### config.mk
export PLATFORM = sky130hd
export DESIGN_NAME = pipe_controlunit
export DESIGN_NICKNAME = d
export VERILOG_FILES = /design/src/rtl/pipe_controlunit.sv
export SDC_FILE = /design/constraint.sdc
export NUM_CORES = 1
export LEC_CHECK = 0
export BUFFER_PORTS_ARGS = -buffer_cell sky130_fd_sc_hd__buf_2
export CAP_MARGIN = 5
export CORE_ASPECT_RATIO = 0.9
export CORE_MARGIN = 2
export CORE_UTILIZATION = 46
export CTS_CLUSTER_DIAMETER = 120
export DETAILED_ROUTE_END_ITERATION = 12
export PLACE_DENSITY_LB_ADDON = 0.2
export SLEW_MARGIN = 20
export SYNTH_ARGS = -nofsm -noshare
export SYNTH_HDL_FRONTEND = slang
export SYNTH_SLANG_ARGS = --single-unit
### constraint.sdc
create_clock -name clk -period 1.5 [get_ports clk]
set_input_delay 0.225 -clock clk [delete_from_list [all_inputs] [get_ports clk]]
set_output_delay 0.225 -clock clk [all_outputs]
set_load 0.005 [all_outputs]
### src/rtl/pipe_controlunit.sv
// Pipelined RV32I control unit: decodes in D, carries control through ID/EX, EX/MEM, MEM/WB and resolves branches in E.
// Optional macro CTRL_ILLEGAL_TRAP_EN: flag unsupported encodings on illegalD (they always enter E as a bubble).
module pipe_controlunit #(
  parameter int ALUCTRL_W = 4,
  parameter int IMMSRC_W  = 3
) (
  input  logic                 clk,
  input  logic                 rst,
  input  logic [31:0]          instrD,
  input  logic                 validD,
  input  logic                 flushE,
  input  logic                 ZeroE,
  input  logic                 LtE,
  input  logic                 LtuE,
  output logic [IMMSRC_W-1:0]  ImmSrcD,
  output logic                 illegalD,
  output logic [ALUCTRL_W-1:0] ALUControlE,
  output logic                 ALUSrcE,
  output logic                 ALUSrcAE,
  output logic [1:0]           PCSrcE,
  output logic                 RegWriteE,
  output logic                 RegWriteM,
  output logic                 RegWriteW,
  output logic [1:0]           ResultSrcE,
  output logic [1:0]           ResultSrcW,
  output logic                 MemWriteM,
  output logic [2:0]           funct3M
);

  localparam logic [6:0] OP_R = 7'h33, OP_I = 7'h13, OP_LOAD = 7'h03, OP_STORE = 7'h23;
  localparam logic [6:0] OP_BRANCH = 7'h63, OP_JAL = 7'h6F, OP_JALR = 7'h67;
  localparam logic [6:0] OP_LUI = 7'h37, OP_AUIPC = 7'h17;

  localparam logic [3:0] ALU_ADD = 4'd0, ALU_SUB = 4'd1, ALU_AND = 4'd2, ALU_OR = 4'd3;
  localparam logic [3:0] ALU_XOR = 4'd4, ALU_SLT = 4'd5, ALU_SLTU = 4'd6, ALU_SLL = 4'd7;
  localparam logic [3:0] ALU_SRL = 4'd8, ALU_SRA = 4'd9, ALU_PASSB = 4'd10;

  typedef struct packed {
    logic       reg_write;
    logic [1:0] result_src;
    logic       mem_write;
    logic       branch;
    logic       jump;
    logic       jalr;
    logic [3:0] alu_control;
    logic       alu_src;
    logic       alu_src_a;
    logic [2:0] funct3;
  } ctrl_t;

  logic [6:0] opcode;
  logic [2:0] funct3;
  logic [6:0] funct7;
  logic       alu_alt;
  logic [3:0] alu_op;
  logic       r_funct7_ok;
  logic       legal;
  logic [2:0] imm_src;
  ctrl_t      ctrl_d;
  logic       kill_d;
  logic       branch_taken;
  logic       unused_instr_bits;

  ctrl_t      ctrl_e_reg;
  logic       reg_write_m_reg;
  logic [1:0] result_src_m_reg;
  logic       mem_write_m_reg;
  logic [2:0] funct3_m_reg;
  logic       reg_write_w_reg;
  logic [1:0] result_src_w_reg;

  assign opcode = instrD[6:0];
  assign funct3 = instrD[14:12];
  assign funct7 = instrD[31:25];
  // Register specifiers and immediate bits are handled by the datapath.
  assign unused_instr_bits = ^{instrD[24:15], instrD[11:7]};

  // funct7[5] only distinguishes R-type sub from add, and sra from srl.
  assign alu_alt = funct7[5] & ((funct3 == 3'b101) | ((opcode == OP_R) & (funct3 == 3'b000)));
  assign r_funct7_ok = (funct7 == 7'h00) |
                       ((funct7 == 7'h20) & ((funct3 == 3'b000) | (funct3 == 3'b101)));

  always_comb begin
    alu_op = ALU_ADD;
    case (funct3)
      3'b000: alu_op = alu_alt ? ALU_SUB : ALU_ADD;
      3'b001: alu_op = ALU_SLL;
      3'b010: alu_op = ALU_SLT;
      3'b011: alu_op = ALU_SLTU;
      3'b100: alu_op = ALU_XOR;
      3'b101: alu_op = alu_alt ? ALU_SRA : ALU_SRL;
      3'b110: alu_op = ALU_OR;
      default: alu_op = ALU_AND;
    endcase
  end

  always_comb begin
    ctrl_d  = '0;
    imm_src = 3'b000;
    legal   = 1'b1;
    case (opcode)
      OP_R: begin
        legal              = r_funct7_ok;
        ctrl_d.reg_write   = 1'b1;
        ctrl_d.alu_control = alu_op;
      end
      OP_I: begin
        ctrl_d.reg_write   = 1'b1;
        ctrl_d.alu_src     = 1'b1;
        ctrl_d.alu_control = alu_op;
      end
      OP_LOAD: begin
        ctrl_d.reg_write  = 1'b1;
        ctrl_d.result_src = 2'b01;
        ctrl_d.alu_src    = 1'b1;
      end
      OP_STORE: begin
        imm_src          = 3'b001;
        ctrl_d.mem_write = 1'b1;
        ctrl_d.alu_src   = 1'b1;
      end
      OP_BRANCH: begin
        imm_src            = 3'b010;
        legal              = (funct3[2:1] != 2'b01);
        ctrl_d.branch      = 1'b1;
        ctrl_d.alu_control = ALU_SUB;
      end
      OP_JAL: begin
        imm_src           = 3'b011;
        ctrl_d.jump       = 1'b1;
        ctrl_d.reg_write  = 1'b1;
        ctrl_d.result_src = 2'b10;
      end
      OP_JALR: begin
        ctrl_d.jump       = 1'b1;
        ctrl_d.jalr       = 1'b1;
        ctrl_d.reg_write  = 1'b1;
        ctrl_d.result_src = 2'b10;
        ctrl_d.alu_src    = 1'b1;
      end
      OP_LUI: begin
        imm_src            = 3'b100;
        ctrl_d.reg_write   = 1'b1;
        ctrl_d.alu_src     = 1'b1;
        ctrl_d.alu_control = ALU_PASSB;
      end
      OP_AUIPC: begin
        imm_src          = 3'b100;
        ctrl_d.reg_write = 1'b1;
        ctrl_d.alu_src   = 1'b1;
        ctrl_d.alu_src_a = 1'b1;
      end
      default: legal = 1'b0;
    endcase
    // Unsupported encodings never carry side effects, trap or not.
    if (!legal) begin
      ctrl_d = '0;
    end else begin
      ctrl_d.funct3 = funct3;
    end
  end

`ifdef CTRL_ILLEGAL_TRAP_EN
  assign illegalD = ~legal;
`else
  assign illegalD = 1'b0;
`endif

  assign kill_d = flushE | ~validD | illegalD;

  always_ff @(posedge clk or posedge rst) begin
    if (rst) begin
      ctrl_e_reg       <= '0;
      reg_write_m_reg  <= 1'b0;
      result_src_m_reg <= 2'b00;
      mem_write_m_reg  <= 1'b0;
      funct3_m_reg     <= 3'b000;
      reg_write_w_reg  <= 1'b0;
      result_src_w_reg <= 2'b00;
    end else begin
      ctrl_e_reg       <= kill_d ? '0 : ctrl_d;
      reg_write_m_reg  <= ctrl_e_reg.reg_write;
      result_src_m_reg <= ctrl_e_reg.result_src;
      mem_write_m_reg  <= ctrl_e_reg.mem_write;
      funct3_m_reg     <= ctrl_e_reg.funct3;
      reg_write_w_reg  <= reg_write_m_reg;
      result_src_w_reg <= result_src_m_reg;
    end
  end

  always_comb begin
    case (ctrl_e_reg.funct3)
      3'b000:  branch_taken = ZeroE;
      3'b001:  branch_taken = ~ZeroE;
      3'b100:  branch_taken = LtE;
      3'b101:  branch_taken = ~LtE;
      3'b110:  branch_taken = LtuE;
      3'b111:  branch_taken = ~LtuE;
      default: branch_taken = 1'b0;
    endcase
  end

  always_comb begin
    PCSrcE = 2'b00;
    if (ctrl_e_reg.jalr) begin
      PCSrcE = 2'b10;
    end else if (ctrl_e_reg.jump | (ctrl_e_reg.branch & branch_taken)) begin
      PCSrcE = 2'b01;
    end
  end

  assign ImmSrcD     = IMMSRC_W'(imm_src);
  assign ALUControlE = ALUCTRL_W'(ctrl_e_reg.alu_control);
  assign ALUSrcE     = ctrl_e_reg.alu_src;
  assign ALUSrcAE    = ctrl_e_reg.alu_src_a;
  assign RegWriteE   = ctrl_e_reg.reg_write;
  assign ResultSrcE  = ctrl_e_reg.result_src;
  assign RegWriteM   = reg_write_m_reg;
  assign MemWriteM   = mem_write_m_reg;
  assign funct3M     = funct3_m_reg;
  assign RegWriteW   = reg_write_w_reg;
  assign ResultSrcW  = result_src_w_reg;

endmodule

Word-level counts from Yosys, hierarchy flattened

Cells that the tools add are included.

Register bits: 26
Bits of input ports: 39
Output and inout port bits: 23

Eq/ne operators: 22
Muxes and demuxes: 20
Bitwise logic cells: 13
Reduce and logical (&&, ||, !) cells: 9

Operators by type and width:

| operator           | number |
|---|---|
| $eq 7x6->1 const B | 4 |
| $pmux 4 s7         | 1 |
| $eq 3x3->1 const B | 7 |
| $eq 7x7->1 const B | 3 |
| $mux 16            | 1 |
| $eq 7x5->1 const B | 2 |
| $reduce_or 7->1    | 2 |
| $mux 13            | 1 |
| $pmux 3 s4         | 1 |
| $pmux 4 s3         | 1 |
| $mux 1             | 10 |
| $eq 7x2->1 const B | 1 |
| $logic_not 7->1    | 1 |
| $eq 3x1->1 const B | 2 |
| $eq 3x2->1 const B | 2 |
| $logic_not 3->1    | 2 |
| $pmux 1 s6         | 1 |
| $reduce_or 2->1    | 3 |
| $reduce_or 6->1    | 1 |
| $or 1x1->1         | 5 |
| $and 1x1->1        | 4 |
| $not 1->1          | 4 |
| $pmux 2 s2         | 1 |
| $mux 3             | 1 |
| 3 further kinds    | 3 |

Longest topological paths before layout

Gate-level depths: netlist (run 1).

Depth in word-level cells: 9
Depth in mapped cells: 5

Worst setup path after synthesis (run 1)

Ideal clock, no wire load.

Path kind: input to register
Start point: in instrD[28]
End point: reg ctrl_e_reg, in the netlist ALUControlE[2]
Library setup time: 107 ps
Arrival time: 1396 ps
Data required time: 1393 ps
Slack: -3 ps
Stages on the path: 4
Buffers on the path: 0
Cell sequence: or4_4 -> nor3_4 -> nand3_4 -> a2111oi_4

Cells in the longest elaborated chain, start to end: 6
Elaborated cells between the ends (all ways): 7
Those cells by class: eq/ne (1); mux (3); bitwise (2); reduce/logical (1)

Ends and longest elaborated chain:

| element                | RTL line | source |
|---|---|---|
| start: declaration     | 9        | `input logic [31:0] instrD,` |
| $eq 7x6->1             | 81       | `((funct7 == 7'h20) & ((funct3 == 3'b000) \| (funct3 == 3'b101)));` |
| $and 1x1->1            | 81       |  |
| $or 1x1->1 *           | 80       | `assign r_funct7_ok = (funct7 == 7'h00) \|` |
| $pmux 1 s3 *           | 101      | `case (opcode)` |
| $mux 13 *              | 156      | `if (!legal) begin` |
| $mux 16 *              | 181      | `ctrl_e_reg <= kill_d ? '0 : ctrl_d;` |
| end signal: assignment | 181      |  |
| end: declaration       | 64       | `ctrl_t ctrl_e_reg;` |

Every way passes the cells marked *; elsewhere a longest branch is shown, timed or not.

Final worst setup path (run 1)

Start point: reg ctrl_e_reg[2] in the netlist's numbering
End point: out PCSrcE[0]

Cells in the longest elaborated chain, start to end: 6
Elaborated cells between the ends (all ways): 11
Those cells by class: eq/ne (5); mux (3); bitwise (2); reduce/logical (1)

Ends and longest elaborated chain:

| element                                  | RTL line | source |
|---|---|---|
| $eq 3x3->1, or another cell as far along | 192      | `case (ctrl_e_reg.funct3)` |
| $pmux 1 s6 *                             | 192      |  |
| $and 1x1->1 *                            | 207      | `end else if (ctrl_e_reg.jump \| (ctrl_e_reg.branch & branch_taken)) begin` |
| $or 1x1->1 *                             | 207      |  |
| $mux 1 *                                 | 207      |  |
| $mux 2 *                                 | 205      | `if (ctrl_e_reg.jalr) begin` |
| end: declaration                         | 20       | `output logic [1:0] PCSrcE,` |

Marked as above.

==> impl_metrics.ini, run 1 <==
[detailed_routing]
wire_per_inst_um = 11.76
drtAntennaViolNets = 0
drc = 0
via_per_inst = 4.957
wl_um = 2469
drtIter0Drc = 42
vias = 1041
drtPass1Iterations = 4

[worst_setup_path]
r2r_setup_slack_ps = 860
cp.arrival_ps = 1430
critPathKind = flop to primary output
cp-start-kind = flop
rr_worst_depth = 1
crit_required_ps = 1270
crit_fanout = 2
endpoint_kind = primary output

[grt]
grt_first_pass_wirelength_um = 4098
antenna_found_initial = 0
gr-usage-all-layers_pct = 15.13
overflow = 0
grt_max_degree = 27
grt_pass1_vias = 1004

[final_layout]
fin_util_pct = 59.73
syn2layout_area_growth_pct = 20.54
stdcell_count = 210
ff_latch_area_um2 = 650.6
largest_register_ffs = 7
num-fill-cells = 245
fin_area_um2 = 1682
drive_gt1_share_pct = 42.94
diodes = 0
multi_input_area_um2 = 606.8
nets = 210

[floorplan]
io_pins = 62
start_util_pct = 49.56
fp.dieH_um = 56.25
die_area_um2 = 3490
rows = 18
coreArea_um2 = 2815
dieWidth_um = 62.05

[power]
combPwrFrac_pct = 14.0
p_clk_share_pct = 34.3
peakVddDrop_mv = 0.3565
power_density_nw_per_um2 = 808.9
p_leak_nw = 0.8420
switching_share_pct = 22.51
pwr-share-seq_pct = 51.7
p_int_w = 0.001054
p_sw_w = 0.0003063

[sta]
final-setup-viol-count = 1
slew_violations = 0
rsz0062_at_grt = true
fmax_mhz = 603.5
hold_viol_final = 0
setup_ws_ps = -157.1
holdWs_ps = 141.4
period_needed_ps = 1657
finalCritPeriodShare_pct = 110.5
fin_skew_ps = 0.6160

[clocking]
clk-insertion-delay-late_ps = 320
clkTransAtPathRegs_ps = 140
cts.sinks = 26
cts-root-buf = clkbuf_4
cts_made_buffers = 3
cts_tree = yes
cts_resized = 0
clockBufferDepth = 2
htreeDepth = 1

[yosys]
ys_seq_area_share_pct = 46.64
ys_ff_latch = 26
syn_area_um2 = 1395
syn_avg_cell_area_um2 = 11.16
syn_inst = 125
synth_cell_type_count = 48
synth_nets = 164
ys_warn_count = 0

[placed_design]
gp_routability_congestion = 0.7982
place_area_um2 = 1612
post-place-cells = 204
preCtsSetupSlack_ps = -206.2
port_buffers = 45
hpwl_um = 1971

[hold_path]
hp-class = primary input to flop
hold_depth = 2

[outcome]
violations = setup timing
status = finished, violations left

[run]
drv_cap = 0
-- worst paths after layout --
check	to	startpoint
max in group asynchronous	ALUControlE[1]$_DFF_PP0_	rst
worst min register to register	MemWriteM$_DFF_PP0_	ctrl_e_reg[12]$_DFF_PP0_
worst max-delay path	PCSrcE[0]	ctrl_e_reg[2]$_DFF_PP0_
min in group asynchronous	ResultSrcW[0]$_DFF_PP0_	rst
worst max register to register	funct3M[2]$_DFF_PP0_	ctrl_e_reg[2]$_DFF_PP0_
worst min-delay path	ResultSrcE[0]$_DFF_PP0_	instrD[4]
-- critical path, stage by stage (launching register included) --
cell	delay [ps]
dfrtp_1	390
mux2i_1	220
xor2_1	80
o21a_1	170
nor3_1	120
buf_2	140
-- cells in the final DEF, fill, tap and decap left out, types with 2 or more instances in the layout --
| master | n |
|---|---|
| buf_4 | 11 |
| nor3_1 | 3 |
| clkbuf_4 | 3 |
| nand3_1 | 3 |
| a21oi_1 | 5 |
| dfrtp_1 | 26 |
| nand2_1 | 8 |
| a211oi_1 | 4 |
| buf_2 | 45 |
| nor2b_1 | 4 |
| and2_1 | 2 |
| nand2b_1 | 4 |
| and3_1 | 2 |
| or3_1 | 3 |
| xor2_1 | 5 |
| o21a_1 | 3 |
| mux2i_1 | 2 |
| nor2_1 | 7 |
-- kinds of logic (layout without fill, tap and decap cells) --
logic type	count (synthesis)	after routing	share of synthesized area [%]
xor+xnor	5	5	3.139
buf+inv	17	62	9.865
compound gates	24	24	14.71
mux	2	2	1.435
simple gates	50	50	23.95
other cells	1	1	0.2688
flops	26	26	46.64
-- synthesized netlist by cell type, drive strengths merged --
cell type   n  share of area (%)
and2        2               0.90
inv         1               0.27
nor3b       1               0.54
mux2i       2                1.4
clkbuf      1               0.27
a221o       1               0.72
and4        1               0.63
or2         1               0.45
xor2        5                3.1
or4         1               0.81
a32oi       1               0.63
a2111oi     2                3.0
a21oi       5                1.8
a211oi      4                2.2
o21ai       2               0.72
dfrtp      26                 47
a221oi      1               0.63
nand3       4                2.3
nand2      10                3.4
or3         3                1.3
nor4        2                2.0
a22oi       1               0.90
nor2b       5                2.8
o31ai       1               0.90
nand2b      5                2.4
a2bb2oi     1               0.63
a21o        1               0.54
nand3b      1               0.54
buf        15                9.3
conb        1               0.27
nor3        4                2.2
a31oi       1               0.45
nor2        8                2.7
and3        2               0.90
o21a        3                1.6
-- timing repair --
action | CTS | global route
hold buffers | 1 | 0
pin swaps | 1 | 0
hold endpoints to repair | 26 | 0
buffers inserted | 1 | 0
endpoints found under the setup margin | 1 | 1
-- cell type report --
cell class	count	area share, %
clock buffers	3	1.339
clock inverters	1	1.786
inverters	1	0.2232
multi-input cells	82	36.09
flip-flops and latches	26	38.69
well taps	40	2.976
repair buffers	57	18.90
-- per-stage QoR --
stage / TNS (ps) / power, W
6_report: -157.1 / 0.001360
5_1_grt: -223.8 / 0.001430
4_1_cts: -189.6 / 0.001377
3_5_place_dp: -1015 / 0.0009059
3_3_place_gp: -720.8 / 0.0009009
2_1_floorplan: -3.033 / 0.0008504
-- metal layers --
layer	share of wire, %	track usage [%]	routed length, um
met1	46	19.09	1130
met3	5.1	0.9302	126
met2	48	25.89	1179
met5	0	0	0
met4	1.3	6.079	33
-- power groups by stage --
stage,Sequential [W],Clock [W],Combinational (W)
after CTS,0.000704,0.000482,0.000191
after global placement,0.000717,0,0.000184
after detailed placement,0.000717,0,0.000189
final,0.000704,0.000467,0.000190
after global routing,0.000704,0.000514,0.000211
after floorplan,0.000717,0,0.000133
No activity file was read; power rests on OpenSTA's default activity.
==> run 2, diff against run 1 <==
Settings changed: RECOVER_POWER set to 50.
==> impl_metrics.ini, run 2 (synthesis results as in run 1) <==
[outcome]
status = finished, violations left
violations = setup timing

[final_layout]
drive_gt1_share_pct = 41.76
final_common_cell = buf_2
multi_input_area_um2 = 599.3
largest_register_ffs = 7
fin_area_um2 = 1670
mostFrequentLayoutCells = 44 x buf_2, 26 x dfrtp_1, 10 x buf_4
num-fill-cells = 249
stdcell_count = 210
diodes = 0
ff_latch_area_um2 = 650.6
nets = 210
syn2layout_area_growth_pct = 19.73

[worst_setup_path]
cp-start-kind = flop
cp.arrival_ps = 1430
crit_fanout = 2
slowest_stage = dfrtp_1
reg2reg_to = funct3M[2]$_DFF_PP0_
endpoint_kind = primary output
crit_required_ps = 1270
critPathBufInv = 1
cp_top_family = flip-flops
crit_chain = mux2i_1 -> xor2_1 -> o21a_1 -> nor3_1 -> buf_2
slowest_delay_ps = 390
r2r_start = ctrl_e_reg[2]$_DFF_PP0_
rr_worst_depth = 1
cp-startpoint = ctrl_e_reg[2]$_DFF_PP0_
path_depth = 5
r2r_setup_slack_ps = 860
critPathKind = flop to primary output
cp-endpoint = PCSrcE[0]

[sta]
tns_ps = -157.1
finalCritPeriodShare_pct = 110.5
slew_violations = 0
setup_ws_ps = -157.1
rsz0062_at_grt = true
worstMarginPinSlew_ps = 595.5
period_needed_ps = 1657
final-setup-viol-count = 1
holdWs_ps = 140.3
slew_headroom_pct = 60.30
fin_skew_ps = 0.6160
hold_viol_final = 0
fmax_mhz = 603.5

[clocking]
cts-root-buf = clkbuf_4
cts_tree = yes
clkTransAtPathRegs_ps = 140
htreeDepth = 1
clockBufferDepth = 2
cts.sinks = 26
clk-insertion-delay-late_ps = 320
cts_resized = 0
cts_made_buffers = 3

[hold_path]
hp-class = primary input to flop
hold_depth = 2

[floorplan]
coreArea_um2 = 2815
start_util_pct = 49.56
dieWidth_um = 62.05
io_pins = 62
rows = 18
die_area_um2 = 3490
fp.dieH_um = 56.25

[placed_design]
hpwl_um = 1971
place_area_um2 = 1612
post-place-cells = 204
gp_routability_congestion = 0.7982
port_buffers = 45

[power]
p_leak_nw = 0.8335
power_density_nw_per_um2 = 812.0
peakVddDrop_mv = 0.3565
total_power_w = 0.001356

[run]
drv_cap = 0

[grt]
grt_first_pass_wirelength_um = 4098
antenna_found_initial = 0
grt_pass1_vias = 1004
overflow = 0
gr-usage-all-layers_pct = 15.13
grt_max_degree = 27

[detailed_routing]
via_per_inst = 4.952
drtIter0Drc = 42
drtAntennaViolNets = 0
drc = 0
wire_per_inst_um = 11.74
vias = 1040
drtPass1Iterations = 4
wl_um = 2465
-- run 2: cell count changes in the layout (fill, tap and decap cells not counted), sizes merged --
cell	before	now
buf	56	54
clkbuf	3	5
-- run 2: metal layers --
| layer | track usage, % | part of all wire (%) | up-vias |
|---|---|---|---|
| li1 | - | - | 516 |
| met1 | 19.09 | 46 | 479 |
| met2 | 25.89 | 48 | 41 |
| met3 | 0.9302 | 5.1 | 4 |
| met4 | 6.079 | 1.3 | 0 |
| met5 | 0 | 0 | - |
-- run 2: layout make-up --
type,count,area share [%]
well taps,40,2.996
flip-flops and latches,26,38.95
clock inverters,1,1.798
clock buffers,3,1.348
multi-input cells,82,35.88
inverters,1,0.2247
repair buffers,57,18.80
-- run 2: worst min path at each step --
stage | startpoint | end | slack [ps]
2_1_floorplan | rst | ALUControlE[0]$_DFF_PP0_ | 270
3_3_place_gp | rst | ResultSrcW[0]$_DFF_PP0_ | 280
3_5_place_dp | rst | RegWriteW$_DFF_PP0_ | 290
4_1_cts | instrD[4] | ResultSrcE[0]$_DFF_PP0_ | 130
5_1_grt | instrD[4] | ResultSrcE[0]$_DFF_PP0_ | 120
6_report | instrD[4] | ResultSrcE[0]$_DFF_PP0_ | 140
-- run 2: power breakdown --
part | internal (W) | switching [W]
clock | 0.000270 | 0.000196
sequential | 0.000703 | 0.000000838
combinational | 0.0000781 | 0.000108
-- run 2: through the flow --
step / util (%) / worst slack [ps]
after detailed placement: 57.24 / -206.2
after global routing: 59.33 / -223.8
after global placement: 57.24 / -177.6
final: 59.33 / -157.1
after CTS: 59.73 / -189.6
after floorplan: - / -3.033
-- run 2: repair_timing --
action                     CTS  global route
hold buffers                 1             0
setup buffers                1             0
hold endpoints to repair    26             0
pin swaps                    1             0
setup endpoints to repair    1             1
==> run 3, diff against run 2 <==
Settings changed: BUFFER_PORTS_ARGS -buffer_cell sky130_fd_sc_hd__buf_2 to unset, CORE_UTILIZATION 46 to 55, DONT_BUFFER_PORTS set to 1.
==> impl_metrics.ini, run 3 (synthesis results as in run 1) <==
[final_layout]
multi_input_area_um2 = 601.8
ff_latch_area_um2 = 650.6
mostFrequentLayoutCells = 26 x dfrtp_1, 9 x nand2_1, 8 x nor2_1
stdcell_count = 150
final_common_cell = dfrtp_1
num-fill-cells = 225
syn2layout_area_growth_pct = 0.7177
nets = 162
fin_util_pct = 57.95
largest_register_ffs = 7
drive_gt1_share_pct = 16.39
diodes = 0

[worst_setup_path]
endpoint_kind = primary output
crit_chain = mux2i_1 -> xor2_1 -> o21a_1 -> nor3_2
critPathBufInv = 0
reg2reg_to = funct3M[2]$_DFF_PP0_
r2r_start = ctrl_e_reg[2]$_DFF_PP0_
r2r_setup_slack_ps = 850
crit_fanout = 2
cp.arrival_ps = 1340
critPathKind = flop to primary output
rr_worst_depth = 1
cp-start-kind = flop
crit_required_ps = 1270
slowest_delay_ps = 390
cp_top_family = flip-flops
slowest_stage = dfrtp_1

[clocking]
htreeDepth = 1
cts_made_buffers = 3
clkTransAtPathRegs_ps = 120
cts.sinks = 26
clk-insertion-delay-late_ps = 300
clockBufferDepth = 2
cts-root-buf = clkbuf_4
cts_tree = yes

[sta]
slew_violations = 0
final-setup-viol-count = 1
rsz0062_at_grt = true
hold_viol_final = 0
fmax_mhz = 641.0
setup_ws_ps = -60.04
fin_skew_ps = 1.009
finalCritPeriodShare_pct = 104.0
slew_headroom_pct = 61.81
holdWs_ps = 19.34
tns_ps = -60.04
period_needed_ps = 1560
worstMarginPinSlew_ps = 572.9

[placed_design]
preCtsSetupSlack_ps = -80.40
post-place-cells = 140
gp_routability_congestion = 0.8150
port_buffers = 0
hpwl_um = 1747

[detailed_routing]
drtAntennaViolNets = 0
wl_um = 2317
drc = 0
vias = 906
drtIter0Drc = 16
via_per_inst = 6.040
wire_per_inst_um = 15.45
drtPass1Iterations = 4

[grt]
overflow = 0
antenna_found_initial = 0
grt_first_pass_wirelength_um = 3884
gr-usage-all-layers_pct = 17.11
grt_pass1_vias = 847
grt_max_degree = 20

[floorplan]
coreArea_um2 = 2425
fp.dieH_um = 51.78
start_util_pct = 57.53
die_area_um2 = 2956
io_pins = 62
dieWidth_um = 57.09
rows = 17

[run]
drv_cap = 0

[hold_path]
hold_depth = 2
hold_path_end = ctrl_e_reg[1]$_DFF_PP0_
worstHoldStart = instrD[13]
hp-class = primary input to flop

[power]
peakVddDrop_mv = 0.6619
p_leak_nw = 0.6047
power_density_nw_per_um2 = 821.7

[outcome]
status = finished, violations left
violations = setup timing
## run 3: cell count changes in the layout (fill, tap and decap cells not counted), sizes merged
cell and change:
buf -51, bufinv -1, dlygate4sd3 +4
## run 3: layout make-up
| type | instances | area share [%] |
|---|---|---|
| timing repair buffer | 9 | 5.521 |
| inverter | 1 | 0.2671 |
| multi-input combinational | 82 | 42.83 |
| tap | 28 | 2.493 |
| clock buffer | 4 | 2.582 |
| sequential | 26 | 46.30 |
## run 3: worst max path at each step
stage               slack, ps                  endpoint  cells after the start                     from
finish                    -60                 PCSrcE[0]                      4  ctrl_e_reg[2]$_DFF_PP0_
global route             -190                 PCSrcE[0]                      4  ctrl_e_reg[2]$_DFF_PP0_
CTS                       -90                 PCSrcE[0]                      4  ctrl_e_reg[2]$_DFF_PP0_
detailed placement        -80  ALUControlE[2]$_DFF_PP0_                      4               instrD[28]
global placement          -70       RegWriteE$_DFF_PP0_                      4               instrD[28]
floorplan                  -3  ALUControlE[2]$_DFF_PP0_                      4               instrD[28]
## run 3: power breakdown
| part | leakage (nW) | internal (W) | switching [W] | total [W] |
|---|---|---|---|---|
| logic | 0.221 | 0.0000537 | 0.0000668 | 0.000120 |
| clock network | 0.0210 | 0.000148 | 0.000182 | 0.000330 |
| registers | 0.363 | 0.000703 | 0.00000119 | 0.000704 |
## run 3: metal layers
metal | GRT usage (%) | part of all wire [%] | routed length (um) | vias to the layer above
li1 | - | - | - | 420
met1 | 22.08 | 42 | 971 | 433
met2 | 28.35 | 48 | 1112 | 49
met3 | 3.234 | 8.7 | 201 | 4
met4 | 7.364 | 1.3 | 31 | 0
met5 | 0 | 0 | 0 | -
## run 3: what timing repair did
action,4_1_cts,5_1_grt
endpoints found under the setup margin,1,1
endpoints found under the hold margin,12,0
hold buffers,5,0
gates resized for setup,1,0
buffers inserted,1,0
pin swaps,1,0
## run 3: per-stage QoR
stage	power [W]	area [um2]
4_1_cts	0.001167	1418
3_5_place_dp	0.0008284	1319
2_1_floorplan	0.0008504	1395
6_report	0.001155	1405
3_3_place_gp	0.0008252	1319
5_1_grt	0.001205	1405
